### config.mk
export PLATFORM = sky130hd
export DESIGN_NAME = vector_axi_read_master
export DESIGN_NICKNAME = d
export VERILOG_FILES = /design/src/rtl/vector_axi_read_master.sv
export SDC_FILE = /design/constraint.sdc
export NUM_CORES = 1
export LEC_CHECK = 0
export BUFFER_PORTS_ARGS = -buffer_cell sky130_fd_sc_hd__buf_2
export CAP_MARGIN = 20
export CELL_PAD_IN_SITES_DETAIL_PLACEMENT = 1
export CELL_PAD_IN_SITES_GLOBAL_PLACEMENT = 1
export CORE_ASPECT_RATIO = 0.8
export CORE_UTILIZATION = 30
export DETAILED_ROUTE_END_ITERATION = 6
export PLACE_DENSITY = 0.61
export SYNTH_ARGS = -nofsm -noshare
export SYNTH_HDL_FRONTEND = slang
export SYNTH_SLANG_ARGS = --single-unit
export TNS_END_PERCENT = 1
### constraint.sdc
create_clock -name clk -period 14.95 [get_ports clk]
set_input_delay 0.7475 -clock clk [delete_from_list [all_inputs] [get_ports clk]]
set_output_delay 0.7475 -clock clk [all_outputs]
set_load 0.01 [all_outputs]
### src/rtl/vector_axi_read_master.sv
`timescale 1ns/1ps
// ---------------------------------------------------------------------------
// vector_axi_read_master
// Reads a contiguous block of memory over an AXI4 read channel and forwards
// every returned beat onto a ready/valid stream. The transfer is cut into
// bursts of at most MAX_BURST_LEN beats, and no burst crosses a 4 KB page.
// Only one burst is outstanding at a time.
//
// Ports
//   clk, rstn                 clock, asynchronous active-low reset
//   ctrl_start                one-cycle start pulse (ignored unless idle)
//   ctrl_addr_offset          byte start address, aligned to a beat
//   ctrl_xfer_size_in_bytes   byte count, a multiple of the beat size
//   ctrl_busy                 high while bursts are being issued/received
//   ctrl_done                 one-cycle pulse after the final beat
//   v_m_axi_ar*               AXI read-address channel (arvalid/ready/addr/len)
//   v_m_axi_r*                AXI read-data channel (rvalid/ready/data/last)
//   rd_t*                     output stream; rd_tlast marks the last beat
// ---------------------------------------------------------------------------
module vector_axi_read_master #(
   parameter int C_M_AXI_ADDR_WIDTH = 32,
   parameter int C_M_AXI_DATA_WIDTH = 32,
   parameter int C_XFER_SIZE_WIDTH  = 32,
   parameter int MAX_BURST_LEN      = 16
) (
   input  logic                          clk,
   input  logic                          rstn,
   input  logic                          ctrl_start,
   input  logic [C_M_AXI_ADDR_WIDTH-1:0] ctrl_addr_offset,
   input  logic [C_XFER_SIZE_WIDTH-1:0]  ctrl_xfer_size_in_bytes,
   output logic                          ctrl_busy,
   output logic                          ctrl_done,
   output logic                          v_m_axi_arvalid,
   input  logic                          v_m_axi_arready,
   output logic [C_M_AXI_ADDR_WIDTH-1:0] v_m_axi_araddr,
   output logic [7:0]                    v_m_axi_arlen,
   input  logic                          v_m_axi_rvalid,
   output logic                          v_m_axi_rready,
   input  logic [C_M_AXI_DATA_WIDTH-1:0] v_m_axi_rdata,
   input  logic                          v_m_axi_rlast,
   output logic                          rd_tvalid,
   input  logic                          rd_tready,
   output logic [C_M_AXI_DATA_WIDTH-1:0] rd_tdata,
   output logic                          rd_tlast
);

   localparam int BPB      = C_M_AXI_DATA_WIDTH / 8;
   localparam int BPB_LOG2 = $clog2(BPB);
   localparam int CW       = (C_XFER_SIZE_WIDTH > 13) ? C_XFER_SIZE_WIDTH : 13;
   localparam logic [C_XFER_SIZE_WIDTH-1:0] ONE_BEAT = C_XFER_SIZE_WIDTH'(1);

   typedef enum logic [1:0] {IDLE, ADDR, DATA, DONE} state_t;

   state_t                        state;
   logic [C_M_AXI_ADDR_WIDTH-1:0] addr;
   logic [C_XFER_SIZE_WIDTH-1:0]  beats_left;
   logic [8:0]                    len;

   logic                          beat_accepted;
   logic [C_XFER_SIZE_WIDTH-1:0]  xfer_beats;
   logic [C_XFER_SIZE_WIDTH-1:0]  beats_after;
   logic [C_M_AXI_ADDR_WIDTH-1:0] next_addr;
   logic [8:0]                    start_len;
   logic [8:0]                    next_len;

   // Burst length is the smallest of the configured maximum, the beats still
   // owed, and the beats left before the next 4 KB page boundary.
   function automatic logic [8:0] calc_len(input logic [11:0] addr_low,
                                           input logic [C_XFER_SIZE_WIDTH-1:0] beats);
      logic [12:0]   bytes_to_4k;
      logic [CW-1:0] beats_to_4k;
      logic [CW-1:0] limit;
      bytes_to_4k = 13'h1000 - {1'b0, addr_low};
      beats_to_4k = CW'(bytes_to_4k >> BPB_LOG2);
      limit       = CW'(MAX_BURST_LEN);
      if (CW'(beats) < limit) limit = CW'(beats);
      if (beats_to_4k < limit) limit = beats_to_4k;
      return limit[8:0];
   endfunction

   // The data channel is a straight pass-through while a burst is in flight;
   // outside DATA the slave is never allowed to hand over a beat.
   assign v_m_axi_rready = (state == DATA) && rd_tready;
   assign rd_tvalid      = (state == DATA) && v_m_axi_rvalid;
   assign rd_tdata       = v_m_axi_rdata;
   assign rd_tlast       = rd_tvalid && (beats_left == ONE_BEAT);
   assign beat_accepted  = v_m_axi_rvalid && v_m_axi_rready;

   // Beat count saturates at zero so a slave that sends more beats than
   // requested cannot wrap the counter; the burst still ends on rlast.
   assign xfer_beats  = ctrl_xfer_size_in_bytes >> BPB_LOG2;
   assign beats_after = (beats_left != '0) ? beats_left - ONE_BEAT : '0;
   assign next_addr   = addr + (C_M_AXI_ADDR_WIDTH'(len) << BPB_LOG2);
   assign start_len   = calc_len(ctrl_addr_offset[11:0], xfer_beats);
   assign next_len    = calc_len(next_addr[11:0], beats_after);

   // Transfer sequencer. The AR outputs are registered and loaded on the same
   // edge that enters ADDR, so arvalid appears the cycle after the request
   // and stays put until the slave accepts it. A burst ends on rlast only,
   // then either the next burst is issued or the transfer completes.
   always_ff @(posedge clk or negedge rstn) begin
      if (!rstn) begin
         state           <= IDLE;
         addr            <= '0;
         beats_left      <= '0;
         len             <= '0;
         v_m_axi_arvalid <= 1'b0;
         v_m_axi_araddr  <= '0;
         v_m_axi_arlen   <= '0;
         ctrl_busy       <= 1'b0;
         ctrl_done       <= 1'b0;
      end else begin
         case (state)
            IDLE: begin
               ctrl_done <= 1'b0;
               if (ctrl_start) begin
                  if (xfer_beats != '0) begin
                     addr            <= ctrl_addr_offset;
                     beats_left      <= xfer_beats;
                     len             <= start_len;
                     v_m_axi_arvalid <= 1'b1;
                     v_m_axi_araddr  <= ctrl_addr_offset;
                     v_m_axi_arlen   <= 8'(start_len - 9'd1);
                     ctrl_busy       <= 1'b1;
                     state           <= ADDR;
                  end else begin
                     ctrl_done <= 1'b1;
                     state     <= DONE;
                  end
               end
            end
            ADDR: begin
               if (v_m_axi_arready) begin
                  v_m_axi_arvalid <= 1'b0;
                  state           <= DATA;
               end
            end
            DATA: begin
               if (beat_accepted) begin
                  beats_left <= beats_after;
                  if (v_m_axi_rlast) begin
                     addr <= next_addr;
                     if (beats_after != '0) begin
                        len             <= next_len;
                        v_m_axi_arvalid <= 1'b1;
                        v_m_axi_araddr  <= next_addr;
                        v_m_axi_arlen   <= 8'(next_len - 9'd1);
                        state           <= ADDR;
                     end else begin
                        ctrl_busy <= 1'b0;
                        ctrl_done <= 1'b1;
                        state     <= DONE;
                     end
                  end
               end
            end
            DONE: begin
               ctrl_done <= 1'b0;
               state     <= IDLE;
            end
            default: begin
               state <= IDLE;
            end
         endcase
      end
   end

endmodule

==> results.yml, run 1 <==
run_status:
  status: "finished clean"
power_and_ir_drop:
  total_power_mw: 2.21
  p_leak_nw: 4.18
  power_density_mw_per_mm2: 228
  ir_worst_vdd_uv: 119
synth:
  yosysSeqAreaShare: 0.351
  synth_edf_count: 0
  synth_top_area_share: 0.351
  postSynthAreaPerCell_um2: 8.09
  synth_cells: 1040
  synth_top_area_cell: "dfrtp_1"
  synth.distinct_cells: 70
  async_reset_ff_frac: 1.00
  synthTopCellsByArea: "dfrtp_1 35%, o21ai_0 7.1%, nand2_1 6.2%"
  synthesis.area_mm2: 0.00842
  synth_seq_cells: 118
  dominantRegCellSynth: "dfrtp_1"
  synth_warnings: 0
clock_network:
  hold_buffers: 0
  clk_latency_ps: 430
  cts_max_level: 4
  clock_path_buffers: 2
  cts_tree: "yes"
  clock_sinks: 118
  postCtsSetupRepairBufs: 0
  cts_buffers: 17
  ctsResizeCount: 0
  root_buffer: "clkbuf_16"
  path_clk_slew_ps: 60
sta:
  worst_pin_slew_ps: 988
  finalCriticalPeriod_ps: 6640
  setup_viol: 0
  fmax_mhz: 151
  timing.slew.headroom: 0.339
  fin_crit_sh: 0.444
  hold_viol: 0
  slew_viol_final: 0
  tns_ps: 0
  fin_skew_ps: 11.5
  rsz0062_at_grt: "no"
global_routing:
  grt_start_max_net_pins: 74
  antenna_found_initial: 2
  grt_pass1_wl_mm: 46.6
  overflow: 0
  grt_usage: 0.208
  grt_pass1_vias: 8053
final_layout:
  mostFrequentLayoutCells: "138 x nand2_1, 119 x o21ai_0, 118 x dfrtp_1"
  final_nets: 1244
  seqCellArea_mm2: 0.00295
  nFillCells: 3350
  multi_input_area_mm2: 0.00502
  area_growth_pct: 15.7
  drive_above_1_share: 0.173
  layout_commonest_cell: "nand2_1"
  fin_cells: 1486
placement:
  portBuffers: 114
  place_inst: 1452
  gp_congestion: 0.828
  hpwl_mm: 20.9
routing:
  drtAntennaViolNets: 0
  viasPerCell: 5.35
  first_pass_iters: 7
  wl_per_cell_um: 19.4
  routed_wl_mm: 28.8
  vias: 7955
  drc_errors: 0
  drt_iter0_drc: 430
die:
  ios: 181
  fp.dieW_um: 189
  die_h_um: 152
  start_util: 0.307
  core_area_mm2: 0.0274
  fp-row-count: 54
  die-area_mm2: 0.0287
critical_path:
  critPathCaptureType: "register"
  crit_type: "register to register"
  cp-start-kind: "register"
  cp_max_fo: 11
  crit_required_ps: 15310
  cp.arrival_ps: 7000
min_path:
  hp-class: "primary input to async pin"
run:
  maxCapViolCount: 0
## registers in the layout (all words and copies together) (netlist names)
signal	cells
ctrl_done	1
beats_left	32
ctrl_busy	1
state	2
len	9
v_m_axi_arvalid	1
v_m_axi_arlen	8
v_m_axi_araddr	32
addr	32
## critical path, stage by stage (launching register included)
cell and delay, ps:
dfrtp_1 510, inv_1 130, ha_1 340, nor3b_2 550
nand3_1 350, nor4b_1 530, mux2i_1 300, nand3_1 200
or2_1 380, or3_1 420, ha_1 300, nand3_1 100
a21oi_1 70, nor4_1 300, nand4_1 200, a2111oi_2 450
nor2_1 140, a21o_1 210, or3_1 460, or4_1 530
nand3_1 90
## kinds of logic after synthesis
family / Yosys count / share of synthesized area
AND/OR/NAND/NOR: 419 / 0.251
AO/OA/AOI/OAI: 304 / 0.221
flip-flops: 118 / 0.351
buffers and inverters: 105 / 0.0618
XOR/XNOR: 44 / 0.0458
adder cells (fa/ha/maj): 33 / 0.0499
multiplexers: 16 / 0.0199
other: 1 / 0.000446
## per-stage QoR
stage,hold slack (ps),util,area [um^2],setup slack (ps)
floorplan,450,-,8460,9490
global placement,459,0.333,9140,8470
detailed placement,459,0.333,9140,8410
CTS,386,0.354,9710,8320
global route,416,0.355,9740,7750
finish,367,0.355,9740,8310
## final cells by class
class | instances | share of cell area
multi-input combinational | 828 | 0.516
sequential | 118 | 0.303
timing repair buffer | 123 | 0.0671
tap | 364 | 0.0468
clock buffer | 19 | 0.0455
clock inverter | 13 | 0.0135
inverter | 20 | 0.00771
antenna | 1 | 0.000257
## report_power, final
part           internal (mW)  switching [mW]  total [mW]  leakage, nW
logic                  0.432           0.728        1.16         2.45
registers              0.472           0.172       0.644         1.45
clock network          0.249           0.163       0.411        0.283
total                   1.15            1.06        2.21         4.18
## Yosys cell counts (9+ instances only)
cell type and number:
and3_1 11, nor2b_1 9, a21o_1 10, a32oi_1 13, nor4_1 26, buf_4 32, or3_1 10, ha_1 32
dfrtp_1 118, a21oi_1 68, nor2_1 107, nor3_1 28, a22oi_1 12, nand4_1 12, xnor2_1 22, mux2i_1 10
nand3_1 21, nand2_1 138, a31oi_1 14, inv_1 20, xor2_1 22, clkbuf_1 47, o21ai_0 120
## layer usage
| metal | global-route usage | routed length, um | vias up |
|---|---|---|---|
| met2 | 0.314 | 12500 | 156 |
| met3 | 0.0358 | 975 | 29 |
| li1 | - | - | 3866 |
| met4 | 0.0637 | 520 | 2 |
| met5 | 0 | 13 | - |
| met1 | 0.300 | 14700 | 3902 |
## path summary, 6_finish.rpt
check	startpoint	endpoint	slack, ps	depth (start not counted)
worst min-delay path	rstn	beats_left[8]	370	1
worst max-delay path	beats_left[0]	v_m_axi_arlen[7]	8310	20
min in group clk	v_m_axi_araddr[20]	v_m_axi_araddr[20]	470	2
max in group asynchronous	rstn	v_m_axi_araddr[6]	13160	2
worst max register to register	beats_left[0]	v_m_axi_arlen[7]	8310	20
worst min register to register	v_m_axi_araddr[20]	v_m_axi_araddr[20]	470	2
Power figures use the tool's default switching activity.
==> run 2, diff against run 1 <==
--- a/config.mk
+++ b/config.mk
@@ -12,7 +12,7 @@
 export CORE_ASPECT_RATIO = 0.8
 export CORE_UTILIZATION = 30
 export DETAILED_ROUTE_END_ITERATION = 6
-export PLACE_DENSITY = 0.61
+export PLACE_DENSITY = 0.63
 export SYNTH_ARGS = -nofsm -noshare
 export SYNTH_HDL_FRONTEND = slang
 export SYNTH_SLANG_ARGS = --single-unit
==> constraint.sdc (replaced) <==
create_clock -name clk -period 6.07 [get_ports clk]
set_input_delay 0.3035 -clock clk [delete_from_list [all_inputs] [get_ports clk]]
set_output_delay 0.3035 -clock clk [all_outputs]
set_load 0.01 [all_outputs]
==> results.yml, run 2 (synthesized netlist as in run 1, its figures left out) <==
critical_path:
  critPathCaptureType: "register"
  crit_type: "register to register"
  critPathSlowestCell: "or4_1"
  cp_top_family: "simple AND/OR/NAND/NOR gates"
  cp-start-kind: "register"
  cp_cell_sequence: "inv_1 > ha_1 > nor3b_4 > nand4_2 > nor4_1 > mux2i_1 > nand3_1 > or2_1 > or3_1 > ha_1 > nand3_1 > a21oi_1 > nor4_2 > nand4_1 > a2111o_1 > a211oi_2 > a211oi_1 > or3_4 > or4_1 > nand3_1"
  slowest_delay_ps: 520
  cp_max_fo: 8
  cp_common_cell: "nand3_1"
  critPathBufInv: 1
  cp.arrival_ps: 6160
  crit_required_ps: 6430
power_and_ir_drop:
  intPower_mw: 3.04
  power_frac_seq: 0.274
  clockPowerShare: 0.191
  power_density_mw_per_mm2: 568
  p_sw_mw: 2.69
  p_leak_nw: 4.36
  netSwitchingFraction: 0.470
  ir_worst_vdd_uv: 218
  p_comb_frac: 0.534
routing:
  first_pass_iters: 4
  drc_errors: 0
  routed_wl_mm: 29.2
  drt_iter0_drc: 429
  drtAntennaViolNets: 0
  wl_per_cell_um: 19.2
  vias: 8018
  viasPerCell: 5.29
sta:
  hold_viol: 0
  worst_pin_slew_ps: 1000
  setup_viol: 0
  tns_ps: 0
  timing.slew.headroom: 0.331
  fin_skew_ps: 15.3
  fin_ws_ps: 265
  slew_viol_final: 0
  fin_crit_sh: 0.956
  finalCriticalPeriod_ps: 5800
  fmax_mhz: 172
  rsz0062_at_grt: "no"
die:
  fp-row-count: 54
  start_util: 0.307
  ios: 181
  die_h_um: 152
  fp.dieW_um: 189
  die-area_mm2: 0.0287
  core_area_mm2: 0.0274
placement:
  hpwl_mm: 21.3
  gp_congestion: 0.842
  place_inst: 1479
  portBuffers: 114
  pre_cts_slack_ps: 87.6
  place_area_mm2: 0.00934
clock_network:
  root_buffer: "clkbuf_16"
  clock_path_buffers: 2
  path_clk_slew_ps: 60
  clk_latency_ps: 430
  cts_buffers: 17
  clock_sinks: 118
  cts_max_level: 4
  cts_tree: "yes"
run:
  maxCapViolCount: 0
final_layout:
  fin_cells: 1517
  final_nets: 1276
  insertedDiodeCount: 0
  drive_above_1_share: 0.206
  area_growth_pct: 19.8
  mostFrequentLayoutCells: "137 x nand2_1, 118 x o21ai_0, 116 x dfrtp_1"
  top_regs: "addr x32, beats_left x32, v_m_axi_araddr x32"
  layout_commonest_cell: "nand2_1"
  stdcell_area_mm2: 0.0101
  nFillCells: 3368
global_routing:
  overflow: 0
  grt_usage: 0.211
  grt_pass1_wl_mm: 47.4
  grt_pass1_vias: 8240
  grt_start_max_net_pins: 65
  antenna_found_initial: 1
run_status:
  status: "finished clean"
min_path:
  hp-class: "primary input to register"
## run 2: power by group through the flow
stage | Clock [mW] | Combinational [mW] | Sequential, mW
finish | 1.10 | 3.06 | 1.57
global route | 1.15 | 3.44 | 1.64
CTS | 1.12 | 3.01 | 1.57
detailed placement | 0 | 2.98 | 1.58
global placement | 0 | 2.92 | 1.57
floorplan | 0 | 2.01 | 1.51
## run 2: worst min-delay path: stages
cell,delay (ps)
buf_2,80
a22oi_1,80
nand2_1,60
## run 2: metrics by stage
step	total power [mW]	utilization	hold WS, ps
floorplan	3.52	-	7.91
global placement	4.49	0.341	441
detailed placement	4.56	0.341	429
CTS	5.70	0.364	117
global route	6.23	0.368	128
finish	5.73	0.368	138
## run 2: final cells by class
type	count	area, um^2	share of cell area
clock buffers	20	437	0.0433
clock inverters	12	178	0.0176
inverters	20	75.1	0.00744
multi-input cells	828	5090	0.505
flip-flops and latches	118	2960	0.293
well taps	364	455	0.0451
repair buffers	155	896	0.0888
## run 2: worst paths after layout
path / start / endpoint / slack, ps / cells after the start
worst max-delay path: beats_left[1] / v_m_axi_arlen[7] / 270 / 20
worst min-delay path: ctrl_addr_offset[18] / addr[18] / 140 / 3
worst max register to register: beats_left[1] / v_m_axi_arlen[7] / 270 / 20
worst min register to register: v_m_axi_araddr[17] / v_m_axi_araddr[17] / 470 / 2
max in group asynchronous: rstn / v_m_axi_araddr[24] / 4490 / 3
min in group asynchronous: rstn / beats_left[8] / 500 / 2
## run 2: routing by layer
metal / up-vias / part of all wire / GRT usage
li1: 3916 / - / -
met1: 3941 / 0.51 / 0.303
met2: 126 / 0.44 / 0.321
met3: 33 / 0.033 / 0.0358
met4: 2 / 0.017 / 0.0626
met5: - / 0.00027 / 0
## run 2: repair_timing
item / CTS / global route
setup buffers: 0 / 4
endpoints found under the hold margin: 50 / 0
cloned: 0 / 0
pin swaps: 0 / 6
gates resized for setup: 1 / 16
hold buffers: 1 / 0
endpoints found under the setup margin: 1 / 5
